### src/rtl/uart_tx_arbiter_pkg.sv
// Shared types and helpers for the UART transmit arbiter and its round-robin picker.
package uart_tx_arbiter_pkg;

  typedef enum logic {
    ST_IDLE = 1'b0,
    ST_XFER = 1'b1
  } state_t;

  localparam int BYTE_W = 8;

  // Explicit wrap so non-power-of-2 requester counts rotate correctly.
  function automatic int wrap_inc(input int idx, input int n);
    return (idx >= n - 1) ? 0 : idx + 1;
  endfunction

endpackage

### src/rtl/uart_tx_arbiter_rr_pick.sv
// Combinational round-robin selector: first asserted request at or after the pointer.
module rr_pick #(
  parameter int N  = 4,
  parameter int IW = (N > 1) ? $clog2(N) : 1
) (
  input  logic [N-1:0]  i_req,
  input  logic [IW-1:0] i_ptr,
  output logic          o_found,
  output logic [IW-1:0] o_idx
);

  int            w_pos;
  logic [IW-1:0] w_cand;

  always_comb begin
    o_found = 1'b0;
    o_idx   = '0;
    w_pos   = 0;
    w_cand  = '0;
    for (int k = 0; k < N; k++) begin
      w_pos = int'(i_ptr) + k;
      if (w_pos >= N) w_pos = w_pos - N;
      w_cand = IW'(w_pos);
      if (!o_found && i_req[w_cand]) begin
        o_found = 1'b1;
        o_idx   = w_cand;
      end
    end
  end

endmodule

### src/rtl/uart_tx_arbiter.sv
// Shares one uart_tx among NUM_REQ byte-stream sources; grants are held for a
// whole message and revoked if the owner stalls for TIMEOUT_CYC cycles.
module uart_tx_arbiter
  import uart_tx_arbiter_pkg::*;
#(
  parameter int NUM_REQ     = 4,
  parameter int TIMEOUT_CYC = 5000000
) (
  input  logic                      i_clk,
  input  logic                      i_reset,
  input  logic [NUM_REQ-1:0]        i_req_valid,
  input  logic [NUM_REQ*BYTE_W-1:0] i_req_data,
  input  logic [NUM_REQ-1:0]        i_req_last,
  output logic [NUM_REQ-1:0]        o_req_ready,
  output logic [BYTE_W-1:0]         o_tx_data,
  output logic                      o_tx_data_valid,
  input  logic                      i_tx_data_ready,
  output logic [NUM_REQ-1:0]        o_grant,
  output logic                      o_busy,
  output logic                      o_timeout_err
);

  localparam int IW    = $clog2(NUM_REQ);
  localparam int CNT_W = (TIMEOUT_CYC > 2) ? $clog2(TIMEOUT_CYC) : 1;
  localparam logic [CNT_W-1:0] TO_LAST = CNT_W'((TIMEOUT_CYC > 0) ? TIMEOUT_CYC - 1 : 0);

  state_t            r_state, w_state_nxt;
  logic [IW-1:0]     r_gidx, r_rr_ptr, w_pick_idx, w_next_ptr;
  logic              w_pick_found;
  logic [BYTE_W-1:0] r_tx_data, w_sel_data;
  logic              r_tx_valid, r_last_flag, r_timeout_err;
  logic              w_sel_valid, w_sel_last;
  logic [CNT_W-1:0]  r_stall_cnt;
  logic              w_xfer, w_req_hs, w_tx_hs, w_done, w_stall, w_timeout;

  rr_pick #(.N(NUM_REQ), .IW(IW)) u_rr_pick (
    .i_req   (i_req_valid),
    .i_ptr   (r_rr_ptr),
    .o_found (w_pick_found),
    .o_idx   (w_pick_idx)
  );

  always_comb begin
    w_sel_valid = 1'b0;
    w_sel_last  = 1'b0;
    w_sel_data  = '0;
    for (int i = 0; i < NUM_REQ; i++) begin
      if (r_gidx == IW'(i)) begin
        w_sel_valid = i_req_valid[i];
        w_sel_last  = i_req_last[i];
        w_sel_data  = i_req_data[i*BYTE_W +: BYTE_W];
      end
    end
  end

  assign w_xfer     = (r_state == ST_XFER);
  assign w_req_hs   = w_xfer & ~r_tx_valid & w_sel_valid;
  assign w_tx_hs    = r_tx_valid & i_tx_data_ready;
  assign w_done     = w_tx_hs & r_last_flag;
  // The stall counter only runs when the owner, not uart_tx, is holding things up.
  assign w_stall    = w_xfer & ~r_tx_valid & ~w_sel_valid;
  assign w_timeout  = (TIMEOUT_CYC > 0) && w_stall && (r_stall_cnt == TO_LAST);
  assign w_next_ptr = IW'(wrap_inc(int'(r_gidx), NUM_REQ));

  always_ff @(posedge i_clk or posedge i_reset) begin
    if (i_reset) r_state <= ST_IDLE;
    else         r_state <= w_state_nxt;
  end

  always_comb begin
    w_state_nxt = r_state;
    case (r_state)
      ST_IDLE: if (w_pick_found) w_state_nxt = ST_XFER;
      ST_XFER: if (w_done || w_timeout) w_state_nxt = ST_IDLE;
      default: w_state_nxt = ST_IDLE;
    endcase
  end

  always_comb begin
    o_busy      = w_xfer;
    o_grant     = '0;
    o_req_ready = '0;
    for (int i = 0; i < NUM_REQ; i++) begin
      if (w_xfer && (r_gidx == IW'(i))) begin
        o_grant[i]     = 1'b1;
        o_req_ready[i] = ~r_tx_valid;
      end
    end
  end

  always_ff @(posedge i_clk or posedge i_reset) begin
    if (i_reset) begin
      r_gidx        <= '0;
      r_rr_ptr      <= '0;
      r_tx_data     <= '0;
      r_tx_valid    <= 1'b0;
      r_last_flag   <= 1'b0;
      r_timeout_err <= 1'b0;
      r_stall_cnt   <= '0;
    end else begin
      r_timeout_err <= 1'b0;
      if (r_state == ST_IDLE) begin
        if (w_pick_found) begin
          r_gidx      <= w_pick_idx;
          r_stall_cnt <= '0;
        end
      end else begin
        if (w_req_hs) begin
          r_tx_data   <= w_sel_data;
          r_last_flag <= w_sel_last;
          r_tx_valid  <= 1'b1;
          r_stall_cnt <= '0;
        end
        if (w_tx_hs) begin
          r_tx_valid <= 1'b0;
          if (r_last_flag) r_rr_ptr <= w_next_ptr;
        end
        if (w_timeout) begin
          r_timeout_err <= 1'b1;
          r_rr_ptr      <= w_next_ptr;
          r_stall_cnt   <= '0;
        end else if (w_stall) begin
          r_stall_cnt <= r_stall_cnt + 1'b1;
        end
      end
    end
  end

  assign o_tx_data       = r_tx_data;
  assign o_tx_data_valid = r_tx_valid;
  assign o_timeout_err   = r_timeout_err;

endmodule

### config.mk
export PLATFORM = sky130hd
export DESIGN_NAME = uart_tx_arbiter
export DESIGN_NICKNAME = d
export VERILOG_FILES = /design/src/rtl/uart_tx_arbiter_pkg.sv /design/src/rtl/uart_tx_arbiter_rr_pick.sv /design/src/rtl/uart_tx_arbiter.sv
export SDC_FILE = /design/constraint.sdc
export NUM_CORES = 1
export LEC_CHECK = 0
export CORE_ASPECT_RATIO = 0.7
export CORE_MARGIN = 1.5
export CORE_UTILIZATION = 50
export DETAILED_ROUTE_END_ITERATION = 7
export DONT_BUFFER_PORTS = 1
export GPL_TIMING_DRIVEN = 1
export PLACE_DENSITY_LB_ADDON = 0.25
export SLEW_MARGIN = 20
export SYNTH_ARGS = -nofsm -noshare
export SYNTH_HDL_FRONTEND = slang
export SYNTH_HIERARCHICAL = 1
export SYNTH_SLANG_ARGS = --single-unit
### constraint.sdc
create_clock -name i_clk -period 5.55 [get_ports i_clk]
set_input_delay 0.2775 -clock i_clk [delete_from_list [all_inputs] [get_ports i_clk]]
set_output_delay 0.2775 -clock i_clk [all_outputs]
set_load 0.01 [all_outputs]
* After elaboration in Yosys (flattened, before gate mapping)
Index checks and enable logic that the tools add are counted.
W data, S select, Z words.
** Word-level totals
- Input bits :: 43
- Logic and storage cells :: 117
- Flip-flop bits (word level) :: 39
** Cells by class
- Equality and inequality tests :: 5
- Reduce and logical (&&, ||, !) cells :: 22
- Add/subtract/negate cells :: 9
- Bitwise logic cells :: 8
- Multiplexer cells :: 56
- Order comparisons :: 9
** Operator list (count)
- $mux W23 :: 5
- $mux W8 :: 4
- $mux W1 :: 30
- $mux W2 :: 12
- $add A23 B1 Y23 const B :: 1
- $eq A23 B23 Y1 const B :: 1
- $lt A2 B3 Y1 const B :: 4
- $ge A3 B3 Y1 const B :: 3
- $bmux W1 S2 :: 4
- $logic_and A1 B1 Y1 :: 8
- $reduce_and A2 Y1 :: 4
- $reduce_bool A2 Y1 :: 4
- $sub A2 B1 Y2 const B :: 4
- $add A2 B2 Y3 const B :: 2
- $and A1 B1 Y1 :: 5
- $eq A2 B2 Y1 const B :: 2
- $ne A4 B1 Y1 const B :: 1
- $add A2 B1 Y3 const B :: 1
- $ge A2 B3 Y1 const B :: 1
- $logic_not A1 Y1 :: 3
- $not A1 Y1 :: 3
- $reduce_and A3 Y1 :: 1
- $add A2 B1 Y2 const B :: 1
- $eq A2 B1 Y1 const B :: 1
- other kinds (4) :: 4

* Logic depth before layout (Yosys ltp)
- Depth after elaboration :: 16
- Gate-level depth with buffers :: 8
- Mapped depth without buffers :: 7

* By module
The synthesis kept the hierarchy.
** Modules (own cells, without submodules)
- uart_tx_arbiter :: times used 1, area each 2388.5 sq um, cells each 273
- rr_pick :: times used 1, area each 77.6 sq um, cells each 15

* Worst setup path before layout
Ideal clock, no wire load.
- Path kind :: reg2reg
- From :: reg r_stall_cnt[0]
- To :: reg r_rr_ptr[0]
- Buffers on the path :: 0
- Data arrival time :: 1947 ps
- Setup slack :: 3475 ps
- Data required time :: 5422 ps
- Stages on the path, launching flop included :: 7
- Path through :: dfrtp_1 > ha_1 > nand3_2 > or4b_4 > a2111oi_4 > o21ai_2 > mux2_1
** On the way
- Cells in the longest elaborated chain, start to end :: 4
- Elaborated cells on any way between the ends :: 6
** Ends and longest elaborated chain
- from (decl) :: line uart_tx_arbiter.sv:33 : logic [CNT_W-1:0] r_stall_cnt;
- from (signal assigned) :: line uart_tx_arbiter.sv:123 : r_stall_cnt <= r_stall_cnt + 1'b1;
- $eq A23 B23 Y1 (*) :: line uart_tx_arbiter.sv:62 : assign w_timeout = (TIMEOUT_CYC > 0) && w_stall && (r_stall_cnt == TO_LAST);
- $logic_and A1 B1 Y1 (*) :: line uart_tx_arbiter.sv:62
- $reduce_bool A2 Y1 (no source line)
- $reduce_and A3 Y1 (no source line)
- to (signal assigned) :: line uart_tx_arbiter.sv:116 : if (r_last_flag) r_rr_ptr <= w_next_ptr;
- to (signal assigned) :: line uart_tx_arbiter.sv:120 : r_rr_ptr <= w_next_ptr;
- to (decl) :: line uart_tx_arbiter.sv:28 : logic [IW-1:0] r_gidx, r_rr_ptr, w_pick_idx, w_next_ptr;
Mark *: on every way between the ends. The rest lies on a longest branch, timed or not.
A chain may end at the register's enable or synchronous reset.

* Final worst setup path
- From :: reg r_stall_cnt[7]
- To :: reg r_stall_cnt[22]
** On the way
- Cells in the longest elaborated chain, start to end :: 4
- Elaborated cells on any way between the ends :: 8
** Ends and longest elaborated chain (line)
- $add A23 B1 Y23 / $eq A23 B23 Y1 (equally long branches) :: uart_tx_arbiter.sv:123, uart_tx_arbiter.sv:62
- $mux W23 / $logic_and A1 B1 Y1 (equally long branches) :: uart_tx_arbiter.sv:122, uart_tx_arbiter.sv:62
- $mux W23 / $ne A4 B1 Y1 (equally long branches)
- $mux W23 / $reduce_and A2 Y1 (equally long branches)
Parallel ways exist; a longest one is shown, timed or not.

==> impl_metrics.toml <==
[die]
rows = 21
fp.dieArea_sq_um = 5370
boundaryPins = 62
start_util_pct = 51.9
die_height_um = 61.8
dieWidth_um = 86.9
design.core.area_sq_um = 4760

[power_and_ir_drop]
power.density_cell_area_nw_per_um2 = 475
power.leakage_nw = 1.02
vdd_ir_drop_max_mv = 0.278

[logic_synthesis]
post_synth_fa_ha_maj_area_fraction_pct = 2.54
synth.yosys.warnings = 6
synthesis.nets = 336
ys_async_sr_fraction_pct = 100
synthesis.area_per_instance_sq_um = 8.56
yosys.area_share.simple_pct = 27.0
cell_area_after_technology_mapping_sq_um = 2470
yosys-top-cells-area = "sky130_fd_sc_hd__dfrtp_1, sky130_fd_sc_hd__a31oi_1, sky130_fd_sc_hd__a21oi_1, sky130_fd_sc_hd__nand2_1, sky130_fd_sc_hd__nor2b_1"
largest_family_of_logic_cells_by_synthesized_area = "simple AND/OR/NAND/NOR gates"
synth_xor_xnor_area_share_pct = 1.78
synth_top_area_cell = "sky130_fd_sc_hd__dfrtp_1"
yosys-mux-area-fraction_pct = 1.32
synth-compound-area-share_pct = 22.6
synthesis.instances = 288
synth_seq_area_share_pct = 39.6
synth-edff-count = 0
synthDominantCellAreaShare_pct = 39.6
yosys_most_used_dff = "sky130_fd_sc_hd__dfrtp_1"
synth_cell_type_count = 48
synth-seq-cells = 39

[drt]
vias_per_cell = 6.29
detail-route-antenna-nets = 0
count_of_tritonroute_iterations_in_the_first_routing_pass = 5
drt-initial-drc-count = 280
route.final.wire_length_um = 5700
route.vias.total = 2190
route.detailed.drc = 0
wl_per_cell_um = 16.4

[cells_and_area]
final_layout_size_suffix_gt1_share_pct = 6.81
nets = 326
most-common-layout-cells = "sky130_fd_sc_hd__dfrtp_1, sky130_fd_sc_hd__a31oi_1, sky130_fd_sc_hd__a21oi_1"
antenna_cells = 0
fillCellCount = 446
areaGrowthSynthToFinish_pct = 5.89
post-route-util_pct = 54.9
final_common_cell = "sky130_fd_sc_hd__dfrtp_1"

[setup_path]
critPathArrivalTime_ns = 2.77
worst_ep_required_time_ns = 5.71
critPathLaunch = "r_stall_cnt[7]"
timing.critical_path.fanout_max = 30
slowest_stage = "sky130_fd_sc_hd__or4_1"
critPathKind = "reg -> reg"
cpPeakStageDelay_ns = 0.97
timing.critical_path.max_delay_family = "simple AND/OR/NAND/NOR gates"
cp-end-kind = "flop"
worstPathBufferInverterCount = 0
critical_path.cell_chain = "nor4b_1 > nand4_1 > or4_1 > nand2_2 > o21ai_1"
critical_path.startpoint_type = "flop"
r2r_start = "r_stall_cnt[7]"

[clock_network]
maximum_clock_insertion_buffer_count = 2
cts-resized-gates = 0
clock_sinks = 39
h_tree_lvl_count = 2
tritoncts = "done"
worst_skew_pair.late_latency_ns = 0.29
cts.repair_timing.setup_buffer_count = 0
post_cts_hold_buffer_count = 0
cts_root_buffer = "sky130_fd_sc_hd__clkbuf_8"
clock_transition_at_the_registers_of_the_reported_paths_ns = 0.08
cts-buffers-inserted = 5

[place]
io_buffer_count = 0
place_congestion = 0.851
dp_hpwl_um = 4050

[global_routing]
first_global_vias = 1947
gr-usage-all-layers_pct = 22.9
grt_first_pass_wirelength_um = 9470
grt_antenna_before_repair = 0
largest_net_degree_at_the_start_of_global_routing = 40
globalRouteOverflowTotal = 0

[sta]
rsz0062_at_grt = "no"
fin_worst_hold_slack_ns = -0.00586
finalClockSkew_ns = 0.00511
setup_tns_ns = 0
timing.final.hold_violations = 16
worstMarginPinSlew_ns = 0.994
finalWorstPathRequiredPeriod_ns = 2.60
max_clock_freq_mhz = 384
setup_violating_endpoint_count_in_the_final_report = 0
min_period_over_period_pct = 46.9
slew_headroom_pct = 33.8
slew_viol_final = 0

[status]
violations = "negative hold slack"
status = "finished with violations"

[worst_hold_path]
hp-class = "in -> async"

[flow_run]
cap_viol_max_count = 0
-- metrics by stage --
stage	worst slack, ns	instance area [sq um]	std cells	power, mW
6_report	2.95	2610	348	1.24
5_1_grt	2.73	2610	348	1.34
4_1_cts	2.98	2610	348	1.25
3_5_place_dp	2.99	2490	340	1.00
3_3_place_gp	3.04	2490	340	0.986
2_1_floorplan	3.47	2470	288	0.890
-- worst register-to-register path, delay by kind of cell (launching register included) --
family             cells  cell delay [ns]
and+or+nand+nor        4             1.93
DFF                    1             0.44
AOI/OAI and AO/OA      1             0.12
-- logic make-up (layout without fill, tap and decap cells) --
kind of cell               after synthesis  after routing
xor gates and xnor gates                 5              5
DFF                                     39             39
adders and majority gates                5              5
and+or+nand+nor                        119            119
muxes                                    3              3
buffers and inverters                   32             23
AOI/OAI and AO/OA                       85             85
-- flip-flops by register name (all words and copies together) (netlist names) --
name             flops
o_busy               1
o_tx_data_valid      1
o_tx_data            8
r_rr_ptr             2
r_stall_cnt         23
r_last_flag          1
o_timeout_err        1
r_gidx               2
-- path summary, 6_finish.rpt --
kind                            slack (ns)  cells past startpoint              end
worst max-delay path                  2.95                      5  r_stall_cnt[22]
worst min-delay path                -0.006                      2     o_tx_data[7]
worst max register to register        2.95                      5  r_stall_cnt[22]
worst min register to register        0.54                      2      r_last_flag
max in group asynchronous             5.21                      2   r_stall_cnt[6]
min in group i_clk                    0.16                      2  o_tx_data_valid
-- layer usage --
layer,vias up,GRT usage [%],share of wire [%]
met5,-,0,0
met4,0,4.15,0.33
met1,1040,33.5,48
met2,98,34.7,42
met3,4,6.47,9.6
li1,1048,-,-
-- power breakdown --
group | leakage [nW] | internal, mW | total, mW | switching (mW)
Clock | 0.0612 | 0.145 | 0.243 | 0.0971
Combinational | 0.452 | 0.206 | 0.568 | 0.362
Sequential | 0.506 | 0.349 | 0.431 | 0.0819
Total | 1.02 | 0.700 | 1.24 | 0.541
-- cell usage after synthesis, drive strengths merged (2+ instances only) --
| cell | n |
|---|---|
| a21o | 2 |
| a21oi | 24 |
| a221oi | 8 |
| a31oi | 24 |
| a41oi | 3 |
| and2 | 8 |
| and3 | 8 |
| and4 | 3 |
| buf | 5 |
| clkbuf | 14 |
| dfrtp | 39 |
| ha | 5 |
| inv | 12 |
| mux2 | 2 |
| nand2 | 21 |
| nand2b | 2 |
| nand3 | 11 |
| nand3b | 8 |
| nand4 | 10 |
| nor2 | 16 |
| nor2b | 12 |
| nor3 | 12 |
| nor4 | 2 |
| o211ai | 3 |
| o21ai | 12 |
| o22ai | 3 |
| xnor2 | 2 |
| xor2 | 3 |
-- cell type report --
cell class	count	area, sq um	share of cell area [%]
clock inverters	2	35.0	1.34
repair buffers	2	15.0	0.575
multi-input cells	217	1370	52.4
well taps	69	86.3	3.31
flip-flops and latches	39	976	37.4
inverters	13	48.8	1.87
clock buffers	6	82.6	3.16
Power figures use the tool's default switching activity.
